## config.mk

```make
export PLATFORM = sky130hd
export DESIGN_NAME = uart_ai_window_detector
export DESIGN_NICKNAME = d
export VERILOG_FILES = /design/src/rtl/uart_ai_window_detector.sv
export SDC_FILE = /design/constraint.sdc
export NUM_CORES = 1
export LEC_CHECK = 0
export ABC_AREA = 1
export CORE_MARGIN = 4
export CORE_UTILIZATION = 50
export CTS_CLUSTER_DIAMETER = 60
export DETAILED_ROUTE_END_ITERATION = 12
export PLACE_DENSITY = 0.79
export SLEW_MARGIN = 10
export SYNTH_ARGS = -nofsm -noshare
export SYNTH_HDL_FRONTEND = slang
export SYNTH_HIERARCHICAL = 1
export SYNTH_SLANG_ARGS = --single-unit
export TNS_END_PERCENT = 1
```

## constraint.sdc

```tcl
create_clock -name clk -period 8.6 [get_ports clk]
set_clock_uncertainty 0.1 [all_clocks]
set_input_delay 1.72 -clock clk [delete_from_list [all_inputs] [get_ports clk]]
set_output_delay 1.72 -clock clk [all_outputs]
set_load 0.02 [all_outputs]
```

## src/rtl/uart_ai_window_detector.sv

```systemverilog
// Response queue: small valid/ready FIFO holding one response byte per entry.
// Latency: a pushed byte is visible at out_dat on the cycle after the push.
// Backpressure: in_rdy drops when full, unless a pop happens in the same cycle.
module resp_fifo #(
  parameter int WIDTH = 8,
  parameter int DEPTH = 4
) (
  input  logic             clk,
  input  logic             rst_n,
  input  logic             in_vld,
  input  logic [WIDTH-1:0] in_dat,
  output logic             in_rdy,
  output logic             out_vld,
  output logic [WIDTH-1:0] out_dat,
  input  logic             out_rdy
);
  localparam int AW = $clog2(DEPTH);

  logic [WIDTH-1:0] mem [DEPTH];
  logic [AW-1:0]    wr_ptr;
  logic [AW-1:0]    rd_ptr;
  logic [AW:0]      cnt;
  logic             push;
  logic             pop;

  assign out_vld = (cnt != '0);
  assign out_dat = mem[rd_ptr];
  assign pop     = out_vld && out_rdy;
  assign in_rdy  = (cnt != (AW+1)'(DEPTH)) || pop;
  assign push    = in_vld && in_rdy;

  // Storage array; contents are don't-care until written, so no reset.
  always_ff @(posedge clk) begin
    if (push) mem[wr_ptr] <= in_dat;
  end

  // Pointer and occupancy bookkeeping; push+pop together leaves occupancy unchanged.
  always_ff @(posedge clk or negedge rst_n) begin
    if (!rst_n) begin
      wr_ptr <= '0;
      rd_ptr <= '0;
      cnt    <= '0;
    end else begin
      if (push) wr_ptr <= wr_ptr + AW'(1);
      if (pop)  rd_ptr <= rd_ptr + AW'(1);
      case ({push, pop})
        2'b10:   cnt <= cnt + (AW+1)'(1);
        2'b01:   cnt <= cnt - (AW+1)'(1);
        default: cnt <= cnt;
      endcase
    end
  end
endmodule

// Classifies UART samples by absolute threshold and/or sliding-window deviation, queues replies to uart_tx.
// Latency: classification on the rx_valid edge; tx_start two cycles later when idle and tx_busy=0.
// Backpressure: none toward uart_rx; replies wait on tx_busy and are dropped (sticky overflow) when the queue is full.
module uart_ai_window_detector #(
  parameter int         DATA_W     = 8,
  parameter int         WIN_DEPTH  = 8,
  parameter int         THRESH     = 100,
  parameter int         DELTA      = 32,
  parameter logic [7:0] RESP_NORM  = 8'h01,
  parameter logic [7:0] RESP_ANOM  = 8'hFF,
  parameter int         FIFO_DEPTH = 4
) (
  input  logic              clk,
  input  logic              rst_n,
  input  logic [1:0]        mode,
  input  logic [DATA_W-1:0] rx_data,
  input  logic              rx_valid,
  input  logic              tx_busy,
  output logic [7:0]        tx_data,
  output logic              tx_start,
  output logic              anomaly_flag,
  output logic [15:0]       anomaly_count,
  output logic              warm,
  output logic              overflow
);
  localparam int WIN_AW = $clog2(WIN_DEPTH);
  localparam int SUM_W  = DATA_W + WIN_AW;
  localparam logic [DATA_W-1:0] THRESH_V = DATA_W'(THRESH);
  localparam logic [DATA_W-1:0] DELTA_V  = DATA_W'(DELTA);

  typedef enum logic [1:0] {IDLE, START, WAIT_HI, WAIT_LO} tx_state_t;

  logic [DATA_W-1:0] win_mem [WIN_DEPTH];
  logic [WIN_AW-1:0] win_ptr;
  logic [SUM_W-1:0]  win_sum;
  logic [DATA_W-1:0] mean;
  logic [DATA_W-1:0] evicted;
  logic [DATA_W-1:0] diff;
  logic              abs_hit;
  logic              dev_hit;
  logic              hit;

  tx_state_t         state_q;
  tx_state_t         state_d;
  logic              fifo_in_rdy;
  logic              fifo_out_vld;
  logic [7:0]        fifo_out_dat;
  logic              fifo_pop;

  // Classify the incoming sample against the window as it stood before this sample.
  always_comb begin
    mean    = DATA_W'(win_sum >> WIN_AW);
    evicted = warm ? win_mem[win_ptr] : '0;
    diff    = (rx_data >= mean) ? (rx_data - mean) : (mean - rx_data);
    abs_hit = rx_data > THRESH_V;
    dev_hit = warm && (diff > DELTA_V);
    case (mode)
      2'd1:    hit = dev_hit;
      2'd2:    hit = abs_hit || dev_hit;
      default: hit = abs_hit;
    endcase
  end

  // Circular sample buffer, running sum and warm flag; pointer wrap doubles as the fill count.
  always_ff @(posedge clk or negedge rst_n) begin
    if (!rst_n) begin
      for (int i = 0; i < WIN_DEPTH; i++) win_mem[i] <= '0;
      win_ptr <= '0;
      win_sum <= '0;
      warm    <= 1'b0;
    end else if (rx_valid) begin
      win_mem[win_ptr] <= rx_data;
      win_ptr          <= win_ptr + WIN_AW'(1);
      win_sum          <= win_sum + SUM_W'(rx_data) - SUM_W'(evicted);
      if (win_ptr == WIN_AW'(WIN_DEPTH - 1)) warm <= 1'b1;
    end
  end

  // Anomaly statistics and sticky drop indicator.
  always_ff @(posedge clk or negedge rst_n) begin
    if (!rst_n) begin
      anomaly_flag  <= 1'b0;
      anomaly_count <= '0;
      overflow      <= 1'b0;
    end else if (rx_valid) begin
      anomaly_flag <= hit;
      if (hit && (anomaly_count != 16'hFFFF)) anomaly_count <= anomaly_count + 16'd1;
      if (!fifo_in_rdy) overflow <= 1'b1;
    end
  end

  resp_fifo #(
    .WIDTH (8),
    .DEPTH (FIFO_DEPTH)
  ) u_resp_fifo (
    .clk     (clk),
    .rst_n   (rst_n),
    .in_vld  (rx_valid),
    .in_dat  (hit ? RESP_ANOM : RESP_NORM),
    .in_rdy  (fifo_in_rdy),
    .out_vld (fifo_out_vld),
    .out_dat (fifo_out_dat),
    .out_rdy (fifo_pop)
  );

  // TX state register.
  always_ff @(posedge clk or negedge rst_n) begin
    if (!rst_n) state_q <= IDLE;
    else        state_q <= state_d;
  end

  // TX next state and launch strobe; WAIT_HI absorbs a late busy so a byte is never relaunched.
  always_comb begin
    state_d  = state_q;
    tx_start = 1'b0;
    fifo_pop = 1'b0;
    case (state_q)
      IDLE:    if (fifo_out_vld && !tx_busy) state_d = START;
      START: begin
        tx_start = 1'b1;
        fifo_pop = 1'b1;
        state_d  = WAIT_HI;
      end
      WAIT_HI: if (tx_busy)  state_d = WAIT_LO;
      WAIT_LO: if (!tx_busy) state_d = IDLE;
      default: state_d = IDLE;
    endcase
  end

  // Latch the queue head when launching so tx_data is stable through START and holds afterwards.
  always_ff @(posedge clk or negedge rst_n) begin
    if (!rst_n)                               tx_data <= '0;
    else if (state_q == IDLE && state_d == START) tx_data <= fifo_out_dat;
  end
endmodule

```

==> impl_metrics.ini <==
[final_layout]
fillers = 1373
final-instance-count-excl-fill = 1202
area.growth.synth_to_final_pct = 15.2
post-route-util_pct = 58.5
mostFrequentLayoutCell = nand2_1
n_antenna_cell = 0
most-common-layout-cells = nand2_1, o21ai_0, dfrtp_1
nNetsFinal = 1033
register_area_sq_mm = 0.00381
multiInputGateArea_sq_mm = 0.00363
layout-drive-gt1-share_pct = 5.98

[worst_setup_path]
crit_family = buffers and inverters
cp_cell_sequence = clkdlybuf4s50_1, clkinv_1, fa_1, fa_1, inv_1, nand3_1, nand2_1, nand2_1, nand2_1, a21oi_1, o21ai_0, nand2_1, nand2_1, nand2_1, nand3_1, o21ai_0
slowest_delay_ns = 0.63
r2r_cells = 18
cpMostUsedCell = nand2_1
crit_arrival_ns = 4.85
crit_cells = 16
path_max_fanout = 11
cp_slowest_cell = fa_1
endpoint_kind = flip-flop
crit_required_ns = 8.78
startpoint_type = primary input
path_buf_inv = 3
rrSetupSlack_ns = 4.38
critPathKind = primary input to flip-flop

[pwr]
p_leak_nw = 4.25
power_density_mw_per_mm2 = 426
worst_ir_drop_vdd_uv = 229
power.total_mw = 3.95

[synth]
synth_ff_type = dfrtp_1
ys_ff_latch = 146
synth_edf_count = 32
synth.yosys.seq_area_share_pct = 47.5
synth_top_cell_by_area = dfrtp_1
syn_area_sq_mm = 0.00803
synthCells = 938
async_flop_share_pct = 78.1
ys_types = 40
syn_avg_cell_area_sq_um = 8.56
synth_top_area_share_pct = 35.5
yosysWarnings = 6
synthTopCellsByArea = dfrtp_1, edfxtp_1, nand2_1

[hold_path]
hold_depth = 2
hold_class = flip-flop to flip-flop

[global_routing]
globalRouteMet3Util_pct = 4.96
top_usage_layer = met2
grt_use_total_pct = 21.6
grt_overflow = 0
grt_max_degree = 75
use_met1_pct = 29.6
grt_pass1_vias = 6368
antenna_found_initial = 0
use_met2_pct = 34.2
grt_pass1_wl_microns = 31400

[detailed_routing]
ant_nets = 0
drtIter0Drc = 518
via_per_inst = 5.46
drt_pass1_iterations = 5
wire_per_inst_microns = 15.6
drc = 0
drt_wl_total_microns = 18800
dr_total_vias = 6561

[timing]
fin_setup_tns_ns = 0
setup_viol = 0
rsz0062_at_grt = false
worst_pin_slew_ns = 1.17
min_period_over_period_pct = 54.2
holdWs_ns = 0.384
layout_min_cycle_time_ns = 4.67
slew_viol_final = 0
max_slew_margin_pct = 21.9
fmax_mhz = 214
finalHoldViolations = 0

[place]
hpwl_microns = 12800
place_congestion = 0.917
io_buffers = 41
dp_cells = 1170

[cts]
clk_path_buf_depth = 2
cts_tree = yes
cts.sinks = 146
clockRootBuffer = clkbuf_16
htree_levels = 4
cts_buffers = 17
post_cts.repair.setup_buffers = 0
hold_buffers = 0
insertion_delay_ns = 0.43
clkTransAtPathRegs_ns = 0.06
cts_resized = 0

[floorplanning]
io_pins = 42
core-area_sq_mm = 0.0158
die_w_microns = 135
num_rows = 46
die_h_microns = 135
initial_core_util_pct = 50.8
dieArea_sq_mm = 0.0182

[flow_run]
cap_violations = 0

[outcome]
status = complete, no violations
[tightest hold or removal path: stages, from the launching register on]
cell	delay, ns
dfrtp_1	0.34
nand2_1	0.05
o21ai_0	0.06
[logic make-up after synthesis]
family | count (synthesis) | synth area share [%]
AOI/OAI and AO/OA | 200 | 13.9
muxes | 8 | 1.12
and+or+nand+nor | 363 | 19.4
xor gates and xnor gates | 22 | 2.40
buffers and inverters | 152 | 7.49
other | 1 | 0.0467
DFF | 146 | 47.5
adders and majority gates | 46 | 8.19
[state kept, by name (all words and copies together) (netlist names), 2 cells and up]
register / count
anomaly_count: 16
state_q: 2
tx_data: 8
u_resp_fifo/cnt: 3
u_resp_fifo/mem: 32
u_resp_fifo/rd_ptr: 2
u_resp_fifo/wr_ptr: 2
win_mem: 64
win_ptr: 3
win_sum: 11
[final timing paths]
check / startpoint / endpoint
worst max register to register: win_ptr[1] / win_sum[8]
worst min register to register: win_mem[35] / win_mem[35]
max in group asynchronous: rst_n / u_resp_fifo/rd_ptr[1]
worst min-delay path: win_mem[35] / win_mem[35]
min in group asynchronous: rst_n / win_mem[48]
worst max-delay path: rx_data[1] / win_sum[8]
[metal layers]
| layer | up-vias | wire length (microns) |
|---|---|---|
| met2 | 198 | 8890 |
| met5 | - | 0 |
| li1 | 3175 | - |
| met4 | 0 | 397 |
| met3 | 34 | 1020 |
| met1 | 3154 | 8490 |
[cell usage after synthesis, drive strengths merged (11+ instances only)]
master	number
nand2	232
o21ai	126
dfrtp	114
inv	114
nor2	52
nand3	40
ha	35
edfxtp	32
a21oi	28
clkbuf	23
nand4	23
o21a	21
xor2	19
nor3	12
fa	11
o22ai	11
[area by class of cell]
| class | instances | area share, % |
|---|---|---|
| sequential | 146 | 41.2 |
| multi-input combinational | 643 | 39.2 |
| inverter | 121 | 4.91 |
| clock buffer | 19 | 4.68 |
| timing repair buffer | 44 | 4.60 |
| tap | 216 | 2.92 |
| clock inverter | 13 | 2.51 |
[where the power goes]
part | switching (mW) | total, mW | leakage [nW] | internal (mW)
sequential | 0.156 | 1.14 | 1.71 | 0.985
combinational | 1.24 | 1.96 | 2.23 | 0.726
clock | 0.295 | 0.840 | 0.310 | 0.544
[through the flow]
stage                     setup WS, ns  instance area (sq um)
after floorplan                   4.62                   8040
after global placement            3.56                   8590
after detailed placement          3.51                   8590
after CTS                         3.96                   9260
after global routing              3.61                   9260
final                             3.93                   9260
No activity file was read; power rests on OpenSTA's default activity.
